<file path="src/rtl/twophase_pkg.sv">
// Shared definitions for the two-phase clock monitor.
//   CNT_W_DEFAULT : default width of the width/gap counters and measurement outputs
//   St*           : FSM state encoding (IDLE, PHI1 high, PHI1->PHI2 gap, PHI2 high, PHI2->PHI1 gap)
`timescale 1ns / 1ps
package twophase_pkg;

   localparam int unsigned CNT_W_DEFAULT = 16;

   localparam logic [2:0] StIdle  = 3'd0;
   localparam logic [2:0] StP1Hi  = 3'd1;
   localparam logic [2:0] StGap12 = 3'd2;
   localparam logic [2:0] StP2Hi  = 3'd3;
   localparam logic [2:0] StGap21 = 3'd4;

endpackage

</file>
<file path="src/rtl/twophase_sync.sv">
// Single-bit multi-flop synchronizer for an asynchronous phase input.
// Ports:
//   clk : sampling clock
//   rst : synchronous reset, active-high; clears every stage
//   d   : asynchronous input
//   q   : synchronized output, SYNC_STAGES cycles of latency
`timescale 1ns / 1ps
module twophase_sync
   import twophase_pkg::*;
#(
   parameter int unsigned SYNC_STAGES = 2
) (
   input  logic clk,
   input  logic rst,
   input  logic d,
   output logic q
);

   logic [SYNC_STAGES-1:0] stages;

   always_ff @(posedge clk) begin
      if (rst) begin
         stages <= '0;
      end else begin
         stages <= {stages[SYNC_STAGES-2:0], d};
      end
   end

   assign q = stages[SYNC_STAGES-1];

endmodule

</file>
<file path="src/rtl/twophase_monitor.sv">
// Receive-side health monitor for a two-phase non-overlapping clock pair.
// Oversamples PHI1/PHI2, measures high widths and dead gaps, flags faults, reports lock.
// Ports:
//   CLK, RST            : sampling clock, synchronous active-high reset
//   PHI1, PHI2          : asynchronous phase inputs
//   CLR_ERR             : one-cycle pulse clearing the sticky error flags
//   PHI1_WIDTH, PHI2_WIDTH, GAP12, GAP21 : last published period measurement (CLK cycles)
//   MEAS_VALID          : one-cycle pulse when the measurement outputs update
//   OVERLAP_ERR, ORDER_ERR, GAP_ERR : sticky fault flags
//   LOCKED              : LOCK_CYCLES consecutive clean periods since the last error
`timescale 1ns / 1ps
module twophase_monitor
   import twophase_pkg::*;
#(
   parameter int unsigned CNT_W       = CNT_W_DEFAULT,
   parameter int unsigned MIN_GAP     = 1,
   parameter int unsigned LOCK_CYCLES = 4,
   parameter int unsigned SYNC_STAGES = 2
) (
   input  logic             CLK,
   input  logic             RST,
   input  logic             PHI1,
   input  logic             PHI2,
   input  logic             CLR_ERR,
   output logic [CNT_W-1:0] PHI1_WIDTH,
   output logic [CNT_W-1:0] PHI2_WIDTH,
   output logic [CNT_W-1:0] GAP12,
   output logic [CNT_W-1:0] GAP21,
   output logic             MEAS_VALID,
   output logic             OVERLAP_ERR,
   output logic             ORDER_ERR,
   output logic             GAP_ERR,
   output logic             LOCKED
);

   localparam int unsigned LockW = $clog2(LOCK_CYCLES + 1);

   logic s1, s2;

   twophase_sync #(.SYNC_STAGES(SYNC_STAGES)) u_sync_phi1 (
      .clk (CLK),
      .rst (RST),
      .d   (PHI1),
      .q   (s1)
   );

   twophase_sync #(.SYNC_STAGES(SYNC_STAGES)) u_sync_phi2 (
      .clk (CLK),
      .rst (RST),
      .d   (PHI2),
      .q   (s2)
   );

   logic [2:0]       state_q, state_d;
   logic [CNT_W-1:0] cnt_q, cnt_d, cnt_inc;
   logic             armed_q, armed_d;
   // Shadow measurements of the period in progress; published only on completion.
   logic [CNT_W-1:0] w1_q, w1_d, g12_q, g12_d, w2_q, w2_d;
   logic [CNT_W-1:0] gap21_val;
   logic             overlap_evt, order_evt, gap_evt, complete;
   logic [LockW-1:0] lock_cnt_q, lock_cnt_d;

   assign cnt_inc = (&cnt_q) ? cnt_q : cnt_q + CNT_W'(1);

   always_comb begin
      state_d     = state_q;
      cnt_d       = cnt_inc;
      armed_d     = armed_q;
      w1_d        = w1_q;
      g12_d       = g12_q;
      w2_d        = w2_q;
      gap21_val   = '0;
      overlap_evt = 1'b0;
      order_evt   = 1'b0;
      gap_evt     = 1'b0;
      complete    = 1'b0;

      if (s1 && s2) begin
         overlap_evt = 1'b1;
         state_d     = StIdle;
         armed_d     = 1'b0;
         cnt_d       = '0;
      end else begin
         unique case (state_q)
            StIdle: begin
               cnt_d = '0;
               // Arm only after both phases are seen low, so a PHI1 already high is not a rise.
               if (!s1 && !s2) begin
                  armed_d = 1'b1;
               end else if (armed_q && s1) begin
                  state_d = StP1Hi;
                  cnt_d   = CNT_W'(1);
                  armed_d = 1'b0;
               end
            end
            StP1Hi: begin
               if (!s1) begin
                  w1_d  = cnt_q;
                  cnt_d = CNT_W'(1);
                  if (s2) begin
                     g12_d   = '0;
                     state_d = StP2Hi;
                  end else begin
                     state_d = StGap12;
                  end
               end
            end
            StGap12: begin
               if (s2) begin
                  g12_d   = cnt_q;
                  state_d = StP2Hi;
                  cnt_d   = CNT_W'(1);
               end else if (s1) begin
                  order_evt = 1'b1;
                  state_d   = StP1Hi;
                  cnt_d     = CNT_W'(1);
               end
            end
            StP2Hi: begin
               if (!s2) begin
                  w2_d  = cnt_q;
                  cnt_d = CNT_W'(1);
                  if (s1) begin
                     complete = 1'b1;
                     state_d  = StP1Hi;
                  end else begin
                     state_d = StGap21;
                  end
               end
            end
            StGap21: begin
               if (s1) begin
                  complete  = 1'b1;
                  gap21_val = cnt_q;
                  state_d   = StP1Hi;
                  cnt_d     = CNT_W'(1);
               end else if (s2) begin
                  order_evt = 1'b1;
                  state_d   = StP2Hi;
                  cnt_d     = CNT_W'(1);
               end
            end
            default: begin
               state_d = StIdle;
               cnt_d   = '0;
               armed_d = 1'b0;
            end
         endcase
      end

      if (complete) begin
         gap_evt = (g12_q < CNT_W'(MIN_GAP)) || (gap21_val < CNT_W'(MIN_GAP));
      end

      if (overlap_evt || order_evt || gap_evt) begin
         lock_cnt_d = '0;
      end else if (complete && (lock_cnt_q != LockW'(LOCK_CYCLES))) begin
         lock_cnt_d = lock_cnt_q + LockW'(1);
      end else begin
         lock_cnt_d = lock_cnt_q;
      end
   end

   always_ff @(posedge CLK) begin
      if (RST) begin
         state_q     <= StIdle;
         cnt_q       <= '0;
         armed_q     <= 1'b0;
         w1_q        <= '0;
         g12_q       <= '0;
         w2_q        <= '0;
         PHI1_WIDTH  <= '0;
         PHI2_WIDTH  <= '0;
         GAP12       <= '0;
         GAP21       <= '0;
         MEAS_VALID  <= 1'b0;
         OVERLAP_ERR <= 1'b0;
         ORDER_ERR   <= 1'b0;
         GAP_ERR     <= 1'b0;
         lock_cnt_q  <= '0;
         LOCKED      <= 1'b0;
      end else begin
         state_q     <= state_d;
         cnt_q       <= cnt_d;
         armed_q     <= armed_d;
         w1_q        <= w1_d;
         g12_q       <= g12_d;
         w2_q        <= w2_d;
         MEAS_VALID  <= complete;
         if (complete) begin
            PHI1_WIDTH <= w1_q;
            GAP12      <= g12_q;
            PHI2_WIDTH <= w2_d;
            GAP21      <= gap21_val;
         end
         // Set wins over a coincident clear.
         OVERLAP_ERR <= (OVERLAP_ERR & ~CLR_ERR) | overlap_evt;
         ORDER_ERR   <= (ORDER_ERR & ~CLR_ERR) | order_evt;
         GAP_ERR     <= (GAP_ERR & ~CLR_ERR) | gap_evt;
         lock_cnt_q  <= lock_cnt_d;
         LOCKED      <= (lock_cnt_d == LockW'(LOCK_CYCLES));
      end
   end

endmodule

</file>
<file path="config.mk">
export PLATFORM = sky130hd
export DESIGN_NAME = twophase_monitor
export DESIGN_NICKNAME = d
export VERILOG_FILES = /design/src/rtl/twophase_pkg.sv /design/src/rtl/twophase_sync.sv /design/src/rtl/twophase_monitor.sv
export SDC_FILE = /design/constraint.sdc
export NUM_CORES = 1
export LEC_CHECK = 0
export ABC_AREA = 0
export BUFFER_PORTS_ARGS = -buffer_cell sky130_fd_sc_hd__buf_2
export CAP_MARGIN = 10
export CORE_MARGIN = 2
export CORE_UTILIZATION = 41
export DETAILED_ROUTE_END_ITERATION = 6
export GPL_TIMING_DRIVEN = 0
export PLACE_DENSITY = 0.68
export SYNTH_ARGS = -nofsm -noshare
export SYNTH_HDL_FRONTEND = slang
export SYNTH_HIERARCHICAL = 1
export SYNTH_SLANG_ARGS = --single-unit
</file>
<file path="constraint.sdc">
create_clock -name CLK -period 1.61 [get_ports CLK]
set_clock_uncertainty 0.05 [all_clocks]
set_input_delay 0.0805 -clock CLK [delete_from_list [all_inputs] [get_ports CLK]]
set_output_delay 0.0805 -clock CLK [all_outputs]
set_load 0.01 [all_outputs]
</file>
==> results_dict.tcl <==
set metrics [dict create \
    hold_class "primary input to register" \
    syn_to_final_growth_pct 51.9 \
    reg2reg_slack_ns -0.26 \
    worstPathRequired_ns 1.87 \
    nets 828 \
    die_x_um 122 \
    synthCells 661 \
    htreeDepth 4 \
    drt-initial-drc-count 538 \
    grt_usage_pct 23.0 \
    powerDensity_nw_per_um2 881 \
    grt_pass1_wl_mm 26.1 \
    hold_violations 0 \
    place_ws_ns -0.419 \
    clockRootBuffer "clkbuf_16" \
    r2r-end "cnt_q[8]" \
    hp-start "RST" \
    setup_tns_ns -2.51 \
    status "finished, violations left" \
    drive_gt1_share_pct 44.2 \
    ant_nets 0 \
    grtUsageMet1_pct 28.9 \
    grt_use_met3_pct 5.99 \
    synth_top_family_by_area "simple AND/OR/NAND/NOR gates" \
    synth_compound_area_share_pct 16.2 \
    worstHoldPathCells 5 \
    rsz0062_at_grt "yes" \
    synthMuxAreaShare_pct 3.85 \
    grt_antenna_before_repair 0 \
    drt-total-wl_mm 19.6 \
    ys.warnings.count 6 \
    drc 0 \
    grt_pass1_vias 4893 \
    n_antenna_cell 0 \
    synth_fp_nets 669 \
    critPathKind "register to register" \
    hpwl_mm 9.86 \
    rows 43 \
    wl_per_cell_um 19.3 \
    grt_max_degree 17 \
    leakage_uw 0.00326 \
    synthFlopType "dfxtp_1" \
    ys_ff_latch 144 \
    grtUsageMet2_pct 36.3 \
    clock_latency_ns 0.43 \
    cts_max_path_buffers 2 \
    worst-path-max-fanout 6 \
    numCtsBuffers 17 \
    synthAdderAreaFrac_pct 0.657 \
    ir_worst_vdd_mv 0.619 \
    synthXorXnorAreaFrac_pct 0.766 \
    dieArea_um2 14900 \
    clock-sinks 144 \
    num_vias 5726 \
    die_y_um 122 \
    async_flop_share_pct 0 \
    cts_tree "yes" \
    drv_slew 0 \
    grt_busiest_layer "met2" \
    synth-simple-area-share_pct 22.5 \
    power_uw 7650 \
    synth.distinct_cells 57 \
    critPathCaptureType "register" \
    start_util_pct 41.5 \
    grt_overflow 0 \
    ys_seq_area_share_pct 50.4 \
    period_share_pct 116 \
    portBuffers 73 \
    gp_congestion 0.854 \
    period_needed_ns 1.87 \
    fin_util_pct 63.1 \
    clkTransAtPathRegs_ns 0.07 \
    r2r_cells 6 \
    max_freq_mhz 536 \
    num-fill-cells 1081 \
    violations "negative setup slack" \
    maxCapViolCount 0 \
    syn-cell-area_um2 5720 \
    reg2reg_from "cnt_q[4]" \
    fin_area_um2 8680 \
    worst_slack_ns -0.255 \
    relSlewSlack_pct 49.4 \
    tightest_slew_ns 0.759 \
    synth_edf_count 0 \
    drt-pass1-iter-count 5 \
    whs_endpoint "lock_cnt_q[0]" \
    startpoint_type "register" \
    via_per_inst 5.65 \
    core-area_um2 13800 \
    setup_violations 29 \
    avgSynthCellArea_um2 8.65 \
    cp_data_arrival_time_ns 2.13 \
    io_pins 74 \
    placed_cell_area_um2 6320 \
]
-- worst max path at each step --
stage                     startpoint             end  slack (ns)
after floorplan             cnt_q[0]        cnt_q[1]       -0.04
after global placement      cnt_q[9]        cnt_q[0]       -0.43
after detailed placement    cnt_q[9]        cnt_q[0]       -0.42
after CTS                 state_q[1]  PHI2_WIDTH[13]       -0.03
after global routing        cnt_q[4]        cnt_q[8]       -0.26
final                       cnt_q[4]        cnt_q[8]       -0.26
-- metal layers --
layer | share of wire [%] | up-vias
li1 | - | 2625
met1 | 39 | 2705
met2 | 48 | 297
met3 | 7.3 | 99
met4 | 5.1 | 0
met5 | 0 | -
-- kinds of logic (layout without fill, tap and decap cells) --
logic type | after synthesis | in the layout
adder cells (fa/ha/maj) | 3 | 3
XOR/XNOR | 5 | 5
flip-flops | 144 | 144
multiplexers | 22 | 22
buffers and inverters | 69 | 241
AO/OA/AOI/OAI | 148 | 148
AND/OR/NAND/NOR | 270 | 270
-- cells in the mapped netlist (2+ instances only) --
| cell | instances | area, um^2 |
|---|---|---|
| nor2_1 | 60 | 225 |
| a221oi_1 | 2 | 17.5 |
| and3b_1 | 2 | 17.5 |
| mux2i_1 | 22 | 220 |
| nor2b_1 | 8 | 50.1 |
| inv_1 | 3 | 11.3 |
| buf_4 | 6 | 45.0 |
| nor3_1 | 8 | 40.0 |
| and3_1 | 4 | 25.0 |
| nand3b_1 | 3 | 22.5 |
| a2bb2oi_1 | 2 | 17.5 |
| a22oi_1 | 22 | 165 |
| nand2b_1 | 4 | 25.0 |
| ha_1 | 3 | 37.5 |
| clkbuf_2 | 2 | 10.0 |
| buf_1 | 2 | 7.51 |
| o31ai_1 | 3 | 22.5 |
| buf_2 | 26 | 130 |
| or3_1 | 4 | 25.0 |
| nand4_1 | 5 | 31.3 |
| a21oi_1 | 73 | 365 |
| nand3_1 | 22 | 110 |
| a211oi_1 | 23 | 173 |
| nor4b_1 | 2 | 17.5 |
| nor4_1 | 12 | 75.1 |
| o21ai_0 | 7 | 35.0 |
| dfxtp_1 | 144 | 2880 |
| xnor2_1 | 2 | 17.5 |
| clkbuf_1 | 29 | 109 |
| or4_1 | 2 | 15.0 |
| nor3b_1 | 2 | 15.0 |
| a31oi_1 | 4 | 25.0 |
| xor2_1 | 3 | 26.3 |
| nand2_1 | 122 | 458 |
-- where the power goes --
part | switching (uW) | internal, uW | total, uW
clock | 1590 | 2320 | 3910
sequential | 4.95 | 3570 | 3570
combinational | 113 | 51.0 | 164
-- sequential cells by signal (all words and copies together) (netlist names), 2 cells and up --
name / count
PHI1_WIDTH: 16
GAP12: 16
PHI2_WIDTH: 16
state_q: 3
w1_q: 16
u_sync_phi1/stages: 2
lock_cnt_q: 3
GAP21: 16
cnt_q: 16
u_sync_phi2/stages: 2
g12_q: 16
w2_q: 16
-- cell type report --
cell class / instances / area [um^2] / share of cell area [%]
sequential: 144 / 2900 / 33.4
multi-input combinational: 448 / 3320 / 38.2
clock inverter: 13 / 134 / 1.54
timing repair buffer: 147 / 1130 / 13.0
tap: 180 / 225 / 2.59
inverter: 3 / 11.3 / 0.130
buffer: 59 / 526 / 6.05
clock buffer: 19 / 443 / 5.10
-- worst max-delay path: stages, from the launching register on --
cell,delay (ns)
dfxtp_1,0.36
buf_6,0.15
nand4_1,0.22
nor4_4,0.37
buf_4,0.23
nor4b_1,0.07
a211oi_2,0.28
-- what timing repair did --
action                                  in CTS  in global routing
endpoints found under the setup margin     119                108
setup buffers                               45                 14
endpoints found under the hold margin        7                  0
hold buffers                                 5                  0
gates resized for setup                    112                188
pin swaps                                   18                 74
gates cloned                                 3                  7
-- placed cells by master, fill, tap and decap left out, types with 4 or more instances in the layout --
master / n
mux2i_1: 5
clkbuf_2: 7
a211oi_2: 20
nand2_1: 98
nand4_1: 5
buf_8: 11
a22oi_1: 18
a31oi_1: 4
buf_12: 4
nor2b_1: 7
buf_4: 58
a21oi_2: 27
dfxtp_2: 11
nor2_1: 50
dfxtp_1: 132
buf_2: 73
nand2_2: 15
nor2_2: 10
clkinv_2: 5
nor4_4: 4
buf_6: 22
mux2i_4: 16
nand3_1: 20
nand2_4: 9
clkbuf_1: 16
a22oi_2: 4
clkbuf_16: 23
a21oi_1: 46
nor3_1: 7
nor4_1: 7
dlygate4sd3_1: 5
-- metrics by stage --
| stage | hold slack, ns | cells |
|---|---|---|
| 2_1_floorplan | 0.102 | 661 |
| 3_5_place_dp | 0.254 | 914 |
| 6_report | 0.320 | 1013 |
| 3_3_place_gp | 0.248 | 914 |
| 5_1_grt | 0.353 | 1013 |
| 4_1_cts | 0.281 | 995 |
(Power assumes the default switching activity.)
